`config.mk`:
```
export PLATFORM = sky130hd
export DESIGN_NAME = fetch_unit
export DESIGN_NICKNAME = d
export VERILOG_FILES = /design/src/rtl/fetch_pkg.sv /design/src/rtl/fetch_unit_sat_counter.sv /design/src/rtl/fetch_unit.sv
export SDC_FILE = /design/constraint.sdc
export NUM_CORES = 1
export LEC_CHECK = 0
export ABC_CLOCK_PERIOD_IN_PS = 2060
export CAP_MARGIN = 20
export CELL_PAD_IN_SITES_DETAIL_PLACEMENT = 0
export CELL_PAD_IN_SITES_GLOBAL_PLACEMENT = 2
export CORE_MARGIN = 2
export CORE_UTILIZATION = 27
export CTS_BUF_LIST = sky130_fd_sc_hd__clkbuf_2 sky130_fd_sc_hd__clkbuf_4 sky130_fd_sc_hd__clkbuf_8
export DETAILED_ROUTE_END_ITERATION = 6
export PLACE_DENSITY = 0.81
export SLEW_MARGIN = 15
export SYNTH_ARGS = -nofsm -noshare
export SYNTH_HDL_FRONTEND = slang
export SYNTH_SLANG_ARGS = --single-unit
```
`constraint.sdc`:
```
create_clock -name clk -period 2.06 [get_ports clk]
set_input_delay 0.412 -clock clk [delete_from_list [all_inputs] [get_ports clk]]
set_output_delay 0.412 -clock clk [all_outputs]
set_load 0.1 [all_outputs]
```
`src/rtl/fetch_pkg.sv`:
```
// Shared types and default widths for the fetch path and the branch-target LUT.
package fetch_pkg;

  typedef enum logic [1:0] {IDLE, RUN, HALTED} fetch_state_t;

  localparam int unsigned PC_W  = 10;
  localparam int unsigned CYC_W = 16;

endpackage

```
`src/rtl/fetch_unit_sat_counter.sv`:
```
// Up-counter that sticks at all-ones; synchronous clear has priority over enable.
module sat_counter #(
  parameter int unsigned WIDTH = 16
) (
  input  logic             clk,
  input  logic             rst_n,
  input  logic             clr,
  input  logic             en,
  output logic [WIDTH-1:0] count
);

  logic [WIDTH-1:0] count_q;

  always_ff @(posedge clk or negedge rst_n) begin
    if (!rst_n) begin
      count_q <= '0;
    end else if (clr) begin
      count_q <= '0;
    end else if (en && (count_q != '1)) begin
      count_q <= count_q + WIDTH'(1);
    end
  end

  assign count = count_q;

endmodule

```
`src/rtl/fetch_unit.sv`:
```
// Program counter and fetch sequencer: start/halt FSM, next-PC mux and
// saturating RUN-cycle counter for the Done handshake.
module fetch_unit
  import fetch_pkg::*;
#(
  parameter int unsigned W  = PC_W,
  parameter int unsigned CW = CYC_W
) (
  input  logic          clk,
  input  logic          Reset_n,
  input  logic          Start,
  input  logic [W-1:0]  Start_Addr,
  input  logic          Stall,
  input  logic          Branch_En,
  input  logic          Branch_Rel,
  input  logic [W-1:0]  Target,
  input  logic          Halt_req,
  output logic [W-1:0]  PC,
  output logic          Running,
  output logic          Done,
  output logic [CW-1:0] Cycle_Count
);

  fetch_state_t state_q, state_d;
  logic [W-1:0] pc_q, pc_d;
  logic         running_q;
  logic         done_q;
  logic         cnt_clr;
  logic         cnt_en;

  // Stall outranks halt and branch; a halt still counts as a RUN cycle.
  always_comb begin
    state_d = state_q;
    pc_d    = pc_q;
    cnt_clr = 1'b0;
    cnt_en  = 1'b0;
    unique case (state_q)
      IDLE, HALTED: begin
        if (Start) begin
          state_d = RUN;
          pc_d    = Start_Addr;
          cnt_clr = 1'b1;
        end
      end
      RUN: begin
        if (!Stall) begin
          cnt_en = 1'b1;
          if (Halt_req) begin
            state_d = HALTED;
          end else if (Branch_En) begin
            pc_d = Branch_Rel ? (pc_q + Target) : Target;
          end else begin
            pc_d = pc_q + W'(1);
          end
        end
      end
      default: state_d = IDLE;
    endcase
  end

  always_ff @(posedge clk or negedge Reset_n) begin
    if (!Reset_n) begin
      state_q   <= IDLE;
      pc_q      <= '0;
      running_q <= 1'b0;
      done_q    <= 1'b0;
    end else begin
      state_q   <= state_d;
      pc_q      <= pc_d;
      running_q <= (state_d == RUN);
      done_q    <= (state_d == HALTED);
    end
  end

  sat_counter #(.WIDTH(CW)) u_cycle_cnt (
    .clk   (clk),
    .rst_n (Reset_n),
    .clr   (cnt_clr),
    .en    (cnt_en),
    .count (Cycle_Count)
  );

  assign PC      = pc_q;
  assign Running = running_q;
  assign Done    = done_q;

endmodule
```
==> impl_metrics.toml <==
[finish]
layout.nets = 379
layout_commonest_cell = "buf_4"
post_route_cells_drive_above_1_share_pct = 34.12
design_area_um2 = 3176
area_delta_synth_final_pct = 43.88
mostFrequentLayoutCells = "65 x buf_4, 31 x nor2_1, 24 x clkdlybuf4s50_1"
diodes = 0
finalNonFillerCells = 442

[worst_setup_path]
required_ps = 2230
worstRegToRegCells = 9
setup.worst_path.class = "input pin to flop"
r2r_setup_slack_ps = -120
start_kind = "input pin"
worstPathCellList = "clkdlybuf4s50_1, ha_1, o21ai_1, o21bai_1, buf_4, a21oi_2, nor4b_1, a31o_2, o21ai_0, a31oi_1"
cp-startpoint = "Target[2]"
crit_fanout = 4
crit-reg2reg-launch = "PC[0]$_DFFE_PN0P_"
crit_arrival_ps = 2370
r2r_end = "PC[8]$_DFFE_PN0P_"
cp_slowest_cell = "clkdlybuf4s50_1"
end_kind = "flop"
cp_slowest_stage_delay_ps = 450
endpoint = "PC[7]$_DFFE_PN0P_"

[logic_synthesis]
yosys_warnings = 0
synth_top_area_share_pct = 34.01
yosysSeqAreaShare_pct = 34.01
ys.flop_type = "dfrtp_1"
synthArstFlopShare_pct = 100.0
synth_compound_area_share_pct = 21.54
synth-edff-count = 0
muxShareOfSynthArea_pct = 1.814
synth_top_area_cell = "dfrtp_1"
yosys-top-cells-area = "dfrtp_1 34%, ha_1 6.2%, nor2_1 5.3%"
avgSynthCellArea_um2 = 8.758
synth_seq_cells = 30
synth.distinct_cells = 50
netlist_area_um2 = 2207
synth_xor_area_share_pct = 8.333
syn-instance-count = 252
synth_top_family_by_area = "simple AND/OR/NAND/NOR gates"
synth_nets = 291
synthAdderAreaFrac_pct = 7.143
synth-simple-area-share_pct = 22.85

[power]
p_leak_uw = 0.001334
cellInternalPower_uw = 2043
swShare_pct = 52.81
combinationalPowerShare_pct = 67.4
clock_power_share_pct = 10.7
ir_worst_vdd_mv = 0.7669
p_sw_uw = 2287
powerDensity_nw_per_um2 = 1364
seqPwrFrac_pct = 21.8
power.total_uw = 4331

[placed_design]
dpl_worst_slack_ps = -568.0
dp.cells = 433
dp.final_hpwl_um = 4958
portBuffers = 54
gp_congestion = 0.8778
place_area_um2 = 3072

[cts]
clk_pin_slew_ps = 70
ctsLongestPathBuffers = 2
root_buffer = "clkbuf_8"
h-tree-depth = 2
postCtsHoldBufs = 0
clk_latency_ps = 280
cts_tree = "yes"
clock_sinks = 30
cts_buffers = 5

[routing]
ant_nets = 0
vias = 2127
wl_per_cell_um = 14.71
routed_wl_um = 6501
drc_errors = 0
drt-pass1-iter-count = 5
avgViaCountPerCell = 4.812
first_iter_violations = 140

[status]
failed_checks = "setup timing"
outcome = "complete, but fails checks"

[global_route]
grt_pass1_vias = 2038
grt_pass1_wl_um = 10660
groute.usage.overall_pct = 15.25
grt_max_degree = 31
antenna_found_initial = 0
overflow = 0

[sta]
final_max_slew_viol_count = 0
fin_crit_sh_pct = 107.0
grt_setup_unrepaired = "yes"
setup_viol = 5
finalHoldViolations = 0
fin_hold_ws_ps = 532.7
finalWorstSetupSlack_ps = -143.6
fmax_mhz = 453.8
tightest_slew_ps = 435.2
slew_headroom_pct = 70.99
skew_ps = 3.404
min_period_ps = 2204

[die]
core-area_um2 = 7807
pin_count = 55
rows = 32
start_util_pct = 28.27
die_w_um = 94.41
die_h_um = 94.41
dieArea_um2 = 8913

[flow_run]
maxCapViolations = 0

[min_path]
min_path_type = "input pin to async pin"
kinds of logic after synthesis:
family | Yosys count
fa+ha+maj | 12
xor+xnor | 21
compound gates | 70
simple gates | 100
flops | 30
mux | 4
buf+inv | 15
layout make-up:
cell class,count,area (um^2)
flip-flops and latches,30,799.5
fillers,830,4632
clock inverters,2,10.01
inverters,4,15.01
well taps,102,127.6
repair buffers,92,765.7
multi-input cells,207,1389
clock buffers,5,68.82
how the worst min path moves through the flow:
stage,endpoint,slack (ps),cells after the start
global placement,state_q[1]$_DFF_PN0_,550,2
CTS,PC[9]$_DFFE_PN0P_,550,2
floorplan,Done$_DFF_PN0_,120,0
detailed placement,Done$_DFF_PN0_,550,2
finish,u_cycle_cnt.count[5]$_DFFE_PN0P_,530,2
global route,PC[9]$_DFFE_PN0P_,570,2
sequential cells by signal (all words and copies together), names as in the netlist:
| signal | flops |
|---|---|
| Done | 1 |
| state_q | 2 |
| u_cycle_cnt.count | 16 |
| PC | 10 |
| Running | 1 |
critical path: cells and delay by family:
family                   cells  cell delay (ps)
AND/OR/NAND/NOR              1               80
AO/OA/AOI/OAI                6              920
adder cells (fa/ha/maj)      1              370
buffers and inverters        2              600
power by group through the flow:
stage	sequential (uW)	combinational (uW)	clock, uW
floorplan	1850	1120	0
global placement	958	2850	0
detailed placement	960	2860	0
CTS	949	2910	482
global route	975	3140	506
finish	945	2920	466
stage by stage:
stage	setup TNS, ps	utilization (%)
finish	-505.3	40.67
global placement	-2979	39.34
CTS	-530.8	40.53
global route	-1133	40.67
floorplan	-471.8	-
detailed placement	-3350	39.34
per-layer routing:
metal  up-vias  share of wire, %  track usage, %
met3         4               2.8           2.394
li1       1087                 -               -
met2        29                47           24.29
met4         0              0.83           3.261
met1      1007                49           21.92
met5         -                 0               0
cells in the mapped netlist (2+ instances only):
master and instances:
buf_6 3, nor2b_1 2, o21ai_0 17, a21oi_1 19, or3_1 3, nor3_1 2, a311oi_1 2, ha_1 11
o21a_1 2, nor3_2 3, a21oi_2 2, xor2_1 13, o21ai_1 3, dfrtp_1 30, nand2_1 23, mux2i_1 4
xnor2_1 8, nand3_1 12, nand4_1 4, o32ai_1 4, and3_1 5, nor4b_1 2, buf_4 2, clkbuf_1 3
nor2_1 31, a31oi_1 2, inv_1 4, a21o_1 2, nand2b_1 4, clkbuf_4 2, o221ai_1 2, and4_1 2
a211oi_1 7
what timing repair did:
item                       CTS  global route
resized for setup            5             3
setup endpoints to repair    5             6
pin swaps                    2             3
setup buffers                1             1
gates cloned                 0             0
Power figures use the tool's default switching activity.
